`src/rtl/pipe_adder.sv`:
```
// pipe_adder: pipelined add/sub datapath that resolves one SEG-bit segment per
// stage, so each cycle only ripples a SEG-bit carry chain. There are
// NSEG = WIDTH/SEG stages, and the latency is NSEG cycles.
//
// Handshake (valid/ready, both sides):
//   A beat moves on any rising edge where valid && ready are both high.
//   The producer holds valid until that edge. The consumer may apply
//   backpressure at any time by holding out_ready low.
//   The pipeline stalls globally: advance = !out_valid || out_ready.
//   All stages shift together when advance is 1 and hold otherwise.
//   in_ready equals advance, so the input side has no skid buffering.
//   flush empties every stage and has priority over both accept and stall.
module pipe_adder #(
  parameter int WIDTH = 16,
  parameter int SEG   = 4
) (
  input  logic             clk,
  input  logic             rst_n,
  input  logic             in_valid,
  output logic             in_ready,
  input  logic [WIDTH-1:0] a,
  input  logic [WIDTH-1:0] b,
  input  logic             c_in,
  input  logic             sub,
  input  logic             flush,
  output logic             out_valid,
  input  logic             out_ready,
  output logic [WIDTH-1:0] sum,
  output logic             c_out,
  output logic             overflow
);

  localparam int NSEG = WIDTH / SEG;

  // Stage registers. Stage i+1 lives at index i.
  // a_q/b_q hold the still-unresolved operand bits. They are shifted down so
  // that the next segment to resolve always sits in the low SEG bits.
  // b_q already holds the effective operand (~b when subtracting).
  // sum_q holds the resolved low segments, each at its final bit position.
  logic [NSEG-1:0]  vld_q;
  logic [NSEG-1:0]  c_q;
  logic [WIDTH-1:0] a_q   [NSEG];
  logic [WIDTH-1:0] b_q   [NSEG];
  logic [WIDTH-1:0] sum_q [NSEG];
  logic             ovf_q;

  // Per-stage inputs and computed next values.
  logic [WIDTH-1:0] src_a   [NSEG];
  logic [WIDTH-1:0] src_b   [NSEG];
  logic [WIDTH-1:0] src_sum [NSEG];
  logic [WIDTH-1:0] nxt_sum [NSEG];
  logic [NSEG-1:0]  src_c;
  logic [NSEG-1:0]  nxt_c;
  logic             nxt_ovf;

  logic advance;
  logic accept;

  assign advance  = !vld_q[NSEG-1] || out_ready;
  assign in_ready = advance;
  assign accept   = in_valid && advance;

  for (genvar g = 0; g < NSEG; g++) begin : g_stage
    logic [SEG:0]     seg_w;
    logic [WIDTH-1:0] merged;

    if (g == 0) begin : g_first
      // Stage 1 takes the raw operands.
      // Subtract is computed as a + ~b + 1, so c_in is ignored.
      assign src_a[g]   = a;
      assign src_b[g]   = sub ? ~b : b;
      assign src_sum[g] = '0;
      assign src_c[g]   = sub | c_in;
    end else begin : g_next
      assign src_a[g]   = a_q[g-1];
      assign src_b[g]   = b_q[g-1];
      assign src_sum[g] = sum_q[g-1];
      assign src_c[g]   = c_q[g-1];
    end

    // One SEG-bit ripple: resolve segment g from the incoming carry.
    assign seg_w = {1'b0, src_a[g][SEG-1:0]} + {1'b0, src_b[g][SEG-1:0]}
                 + {{SEG{1'b0}}, src_c[g]};

    // Insert the resolved segment at its final position within the sum.
    always_comb begin
      merged = src_sum[g];
      merged[g*SEG +: SEG] = seg_w[SEG-1:0];
    end

    assign nxt_sum[g] = merged;
    assign nxt_c[g]   = seg_w[SEG];
  end

  // The carry into the MSB is recovered from the MSB operand and sum bits.
  // Signed overflow is that carry XOR the carry out of the MSB.
  assign nxt_ovf = src_a[NSEG-1][SEG-1] ^ src_b[NSEG-1][SEG-1]
                 ^ nxt_sum[NSEG-1][WIDTH-1] ^ nxt_c[NSEG-1];

  // Valid bits: flush clears every stage.
  // Otherwise, on advance, shift the valid bits and enter accept (or a bubble) at stage 1.
  always_ff @(posedge clk or negedge rst_n) begin
    if (!rst_n) begin
      vld_q <= '0;
    end else if (flush) begin
      vld_q <= '0;
    end else if (advance) begin
      vld_q <= (vld_q << 1) | NSEG'(accept);
    end
  end

  // Datapath registers: all stages shift together on advance and hold on stall.
  always_ff @(posedge clk or negedge rst_n) begin
    if (!rst_n) begin
      for (int s = 0; s < NSEG; s++) begin
        a_q[s]   <= '0;
        b_q[s]   <= '0;
        sum_q[s] <= '0;
      end
      c_q   <= '0;
      ovf_q <= 1'b0;
    end else if (advance) begin
      for (int s = 0; s < NSEG; s++) begin
        a_q[s]   <= src_a[s] >> SEG;
        b_q[s]   <= src_b[s] >> SEG;
        sum_q[s] <= nxt_sum[s];
      end
      c_q   <= nxt_c;
      ovf_q <= nxt_ovf;
    end
  end

  assign out_valid = vld_q[NSEG-1];
  assign sum       = sum_q[NSEG-1];
  assign c_out     = c_q[NSEG-1];
  assign overflow  = ovf_q;

endmodule

```
`config.mk`:
```
export PLATFORM = sky130hd
export DESIGN_NAME = pipe_adder
export DESIGN_NICKNAME = d
export VERILOG_FILES = /design/src/rtl/pipe_adder.sv
export SDC_FILE = /design/constraint.sdc
export NUM_CORES = 1
export LEC_CHECK = 0
export ABC_AREA = 1
export ABC_CLOCK_PERIOD_IN_PS = 1680
export CAP_MARGIN = 20
export CORE_ASPECT_RATIO = 1.75
export CORE_MARGIN = 4
export CORE_UTILIZATION = 49
export DETAILED_ROUTE_END_ITERATION = 12
export PLACE_DENSITY_LB_ADDON = 0.3
export SKIP_LAST_GASP = 1
export SLEW_MARGIN = 20
export SYNTH_ARGS = -nofsm -noshare
export SYNTH_HDL_FRONTEND = slang
export SYNTH_SLANG_ARGS = --single-unit
```
`constraint.sdc`:
```
create_clock -name clk -period 1.68 [get_ports clk]
set_clock_uncertainty 0.1 [all_clocks]
set_input_delay 0.336 -clock clk [delete_from_list [all_inputs] [get_ports clk]]
set_output_delay 0.336 -clock clk [all_outputs]
set_load 0.01 [all_outputs]
```
==> impl_metrics.yaml, run 1 <==
setup_path:
  critPathMostFrequentCell: "nand2_2"
  max_stage_delay_ns: 0.42
  criticalPathCategory: "reg2reg"
  cp-end-kind: "flip-flop"
  setup.worst_path.start_class: "flip-flop"
  critical_path_required_ns: 1.81
  crit_path_max_fanout: 3
  crit_chain: "fa_2 > fa_2 > nand2_2 > nand2_2 > nand2_4 > nand2_2 > nand3_2 > nand2_1"
  cp.arrival_ns: 1.96
  crit_slowest_cell: "dfrtp_1"
synth:
  ys_warn_count: 0
  ys_ff_latch: 97
  syn_area_sq_um: 4340
  syn_inst: 480
  syn_nets: 539
  seq_area_frac_synth_pct: 55.9
  synth_cell_types: 22
  avgSynthCellArea_sq_um: 9.04
clocking:
  cts-buffers-inserted: 9
  clock_path_buffers: 2
  cts.htree.levels: 3
  insertion_delay_ns: 0.34
  clkTransAtPathRegs_ns: 0.06
  cts_sinks: 97
  cts_tree: "yes"
  cts_root_buffer: "clkbuf_16"
global_route:
  antenna_found_initial: 0
  grt.overflow.total: 0
  grt_usage_pct: 16.6
  grt_pass1_vias: 3146
  grt_pass1_wl_mm: 14.0
  grt_max_degree: 81
timing:
  clock.fmax_ghz: 0.548
  drv_slew: 0
  rsz0062_at_grt: "yes"
  min_period_ns: 1.82
  fin_crit_sh_pct: 109
  worstMarginPinSlew_ns: 0.307
  setup_viol: 4
  fin_ws_ns: -0.144
  whs_ns: 0.286
  hold_viol: 0
  max-slew-margin-rel_pct: 79.6
finish:
  regArea_sq_um: 2430
  utilization_pct: 63.5
  multiInputGateArea_sq_um: 1770
  nFillCells: 761
  drive_gt1_share_pct: 11.8
  area_growth_pct: 26.9
  layout_commonest_cell: "nand2_1"
  stdcell_count: 670
  final_area_sq_um: 5510
  antenna-diode-count: 0
  finalNetCount: 608
  final_cell_mix: "nand2_1 (217), dfrtp_1 (97), o21ai_0 (36), clkdlybuf4s50_1 (35), inv_1 (20)"
placement:
  io_buffers: 58
  placed_area_sq_um: 5100
  hpwl_mm: 5.51
  placedCellCount: 648
  globalplace.congestion: 0.793
  pre_cts_ws_ns: -0.777
min_path:
  hold_path_class: "in2async"
drt:
  wl_per_cell_microns: 12.0
  ant_nets: 0
  vias: 3229
  wl_mm: 8.03
  drc: 0
  wl_met3_microns: 294
  wl_met1_mm: 3.46
  vias_per_cell: 4.82
  dr.pass1.iters: 4
  topRoutingLayerUsed: "met4"
  drt-initial-drc-count: 239
  wl_met2_mm: 4.06
die:
  die_h_microns: 133
  start_util_pct: 50.1
  die_area_sq_um: 10500
  ios: 59
  die_x_microns: 79.1
  num_rows: 45
  core_sq_um: 8670
run:
  drv_cap: 0
pwr:
  power.leakage_nw: 2.77
  pwr_density_cell_nw_per_um2: 1130
  ir_worst_vdd_mv: 0.557
run_status:
  status: "finished, violations left"
  violations: "setup timing"
==> layer usage <==
layer / vias to the layer above / GRT usage [%]
met3: 18 / 3.54
met4: 0 / 8.80
li1: 1635 / -
met5: - / 0
met2: 57 / 26.5
met1: 1519 / 21.0
==> report_power, final <==
part | leakage (nW) | internal, mW | switching, mW
Combinational | 1.50 | 0.691 | 0.664
Sequential | 1.14 | 2.79 | 0.238
Clock | 0.128 | 1.03 | 0.797
Total | 2.77 | 4.51 | 1.70
==> cell type report <==
type                            instances  area share (%)
Sequential cell                        97            44.1
Tap cell                              117            2.66
Clock buffer                           12            4.48
Inverter                               25            1.70
Timing Repair Buffer                   80            14.7
Multi-Input combinational cell        336            32.1
Clock inverter                          3           0.318
==> critical path: cells and delay by family, from the launching register on <==
family                   cells  cell delay (ns)
adder cells (fa/ha/maj)      2             0.82
flip-flops                   1             0.42
AND/OR/NAND/NOR              6             0.38
==> cells by family after synthesis <==
logic type / synth area share (%)
AND/OR/NAND/NOR: 22.6
flip-flops: 55.9
buffers and inverters: 5.10
XOR/XNOR: 3.43
AO/OA/AOI/OAI: 5.82
adder cells (fa/ha/maj): 7.15
==> repair_timing <==
action | CTS | global route
gates resized for setup | 20 | 38
setup endpoints to repair | 14 | 27
hold buffers | 1 | 0
hold endpoints to repair | 74 | 0
buffers inserted | 2 | 4
pin swaps | 12 | 13
==> cell usage after synthesis, drive strengths merged <==
| master | number | area (sq um) |
|---|---|---|
| a21oi | 5 | 25.0 |
| a22oi | 1 | 7.51 |
| buf | 15 | 101 |
| clkbuf | 7 | 26.3 |
| dfrtp | 97 | 2430 |
| fa | 8 | 160 |
| ha | 12 | 150 |
| inv | 25 | 93.8 |
| nand2 | 222 | 833 |
| nand3 | 14 | 70.1 |
| nand3b | 3 | 22.5 |
| nand4 | 1 | 6.26 |
| nor2 | 9 | 41.3 |
| o21ai | 41 | 205 |
| o31ai | 2 | 15.0 |
| or2 | 1 | 6.26 |
| xnor2 | 12 | 105 |
| xor2 | 5 | 43.8 |
==> path summary, 6_finish.rpt <==
| path | from | end | slack [ns] | cells past startpoint |
|---|---|---|---|---|
| worst max-delay path | c_q[2] | overflow | -0.14 | 8 |
| min in group clk | a[0] | g_stage[1].merged[0] | 0.32 | 4 |
| worst max register to register | c_q[2] | overflow | -0.14 | 8 |
| worst min-delay path | rst_n | sum[9] | 0.29 | 2 |
| worst min register to register | g_stage[3].merged[11] | sum[11] | 0.36 | 2 |
| max in group asynchronous | rst_n | a_q[39] | 0.69 | 3 |
==> metrics by stage <==
stage	setup TNS, ns	total power, mW
finish	-0.357	6.21
global route	-0.654	6.61
CTS	-0.426	6.26
detailed placement	-11.47	4.38
global placement	-10.62	4.32
floorplan	-1.27	3.73
==> sequential cells by signal, indices dropped and copies added (netlist names) <==
| register | cells |
|---|---|
| g_stage.merged | 24 |
| vld_q | 4 |
| sum | 16 |
| c_q | 4 |
| a_q | 24 |
| b_q | 24 |
| overflow | 1 |
No activity file was read; power rests on OpenSTA's default activity.
==> run 2: changes to the inputs <==
CORE_UTILIZATION = 50   (was 49)
CTS_BUF_LIST = sky130_fd_sc_hd__clkbuf_4 sky130_fd_sc_hd__clkbuf_8   (was default)
==> run 2 against run 1 <==
Against the previous run: the run still ends with setup timing left; largest power group unchanged; sequential power about the same; critical endpoint unchanged; utilization grew 0.29 points; sequential cell count stayed put.
==> impl_metrics.yaml, run 2 (synthesis results as in run 1) <==
setup_path:
  criticalPathCategory: "reg2reg"
  r2r_setup_slack_ns: -0.13
  crit_path_max_fanout: 3
  cp.arrival_ns: 1.96
  critical_path_required_ns: 1.83
  r2r-end: "overflow"
  setup.worst_path.start_class: "flip-flop"
  timing.rr.start: "b_q[16]"
  cp-end-kind: "flip-flop"
  r2r_cells: 8
global_route:
  grt_pass1_wl_mm: 14.0
  antenna_found_initial: 0
  grt_max_degree: 45
  grt_pass1_vias: 3226
  grt.overflow.total: 0
  grt_usage_pct: 16.9
placement:
  io_buffers: 58
  pre_cts_ws_ns: -0.826
  globalplace.congestion: 0.829
  hpwl_mm: 5.47
drt:
  vias: 3197
  wl_mm: 7.88
  wl_per_cell_microns: 11.9
  drc: 0
  vias_per_cell: 4.81
  ant_nets: 0
  dr.pass1.iters: 4
  drt-initial-drc-count: 152
timing:
  worstMarginPinSlew_ns: 0.348
  rsz0062_at_grt: "yes"
  drv_slew: 0
  clock.fmax_ghz: 0.554
  setup_viol: 3
  fin_crit_sh_pct: 107
  min_period_ns: 1.81
  hold_viol: 0
  fin_ws_ns: -0.125
  max-slew-margin-rel_pct: 76.8
die:
  die_h_microns: 131
  core_sq_um: 8370
  num_rows: 44
  die_x_microns: 78.4
  ios: 59
  die_area_sq_um: 10300
  start_util_pct: 51.9
finish:
  area_growth_pct: 23.0
  finalNetCount: 604
  nFillCells: 756
  final_cell_mix: "nand2_1 (219), dfrtp_1 (97), o21ai_0 (36), clkdlybuf4s50_1 (33)"
  antenna-diode-count: 0
  layout_commonest_cell: "nand2_1"
  drive_gt1_share_pct: 9.27
pwr:
  pwr_density_cell_nw_per_um2: 1090
  ir_worst_vdd_mv: 0.502
  power_mw: 5.82
  power.leakage_nw: 2.62
clocking:
  cts.htree.levels: 3
  cts_root_buffer: "clkbuf_8"
  cts_sinks: 97
  cts-buffers-inserted: 9
  clock_path_buffers: 2
  clkTransAtPathRegs_ns: 0.08
  cts_tree: "yes"
  insertion_delay_ns: 0.35
min_path:
  hold_path_class: "in2async"
run_status:
  status: "finished, violations left"
  violations: "setup timing"
run:
  drv_cap: 0
run 2: changes by cell type in the layout (fill, tap and decap cells not counted), moves of 6 or more:
cell,delta
dlygate4sd2_1,+18
dlymetal6s2s_1,-14
clkbuf_8,+11
clkbuf_16,-9
buf_4,-6
run 2: metal layers:
| layer | up-vias | share of wire (%) | wire length, microns | track usage, % |
|---|---|---|---|---|
| li1 | 1626 | - | - | - |
| met1 | 1494 | 43 | 3430 | 19.8 |
| met2 | 69 | 52 | 4090 | 29.4 |
| met3 | 8 | 3.5 | 278 | 4.04 |
| met4 | 0 | 1.2 | 93 | 6.91 |
| met5 | - | 0 | 0 | 0 |
run 2: report_power, final:
part / internal (mW) / switching (mW)
Combinational: 0.596 / 0.635
Clock: 0.842 / 0.737
Sequential: 2.78 / 0.233
run 2: worst max-delay path by stage:
| stage | start | end | slack [ns] |
|---|---|---|---|
| floorplan | sub | c_q[0] | -0.43 |
| global placement | sub | c_q[0] | -0.82 |
| detailed placement | sub | c_q[0] | -0.83 |
| CTS | b_q[16] | overflow | -0.15 |
| global route | b_q[16] | overflow | -0.20 |
| finish | b_q[16] | overflow | -0.13 |
run 2: area by class of cell:
cell class | instances | area (sq um) | share of cell area [%]
clock buffers | 14 | 180 | 3.37
clock inverters | 2 | 35.0 | 0.656
inverters | 25 | 93.8 | 1.76
multi-input cells | 336 | 1720 | 32.2
flip-flops and latches | 97 | 2430 | 45.5
well taps | 115 | 144 | 2.69
repair buffers | 76 | 741 | 13.9
run 2: what timing repair did:
| item | in CTS | in global routing |
|---|---|---|
| setup buffers | 2 | 1 |
| resized for setup | 36 | 6 |
| pin swaps | 12 | 2 |
| gates cloned | 0 | 0 |
| endpoints found under the setup margin | 29 | 12 |
| hold buffers | 1 | 0 |
| hold endpoints to repair | 21 | 0 |
run 2: critical path: stages, from the launching register on:
cell	delay [ns]
dfrtp_1	0.41
fa_2	0.41
fa_2	0.37
nand2_2	0.09
nand2_2	0.06
nand2_2	0.09
nand2_1	0.06
nand3_1	0.06
nand2_1	0.05
run 2: per-stage QoR:
stage	utilization [%]	TNS, ns	hold WS (ns)	instance area, sq um	instances
finish	63.8	-0.197	0.327	5340	665
global route	63.8	-0.444	0.334	5340	665
CTS	63.6	-0.285	0.312	5330	664
detailed placement	61.1	-11.25	0.169	5110	645
global placement	61.1	-9.81	0.165	5110	645
floorplan	-	-1.27	-0.0596	4370	480
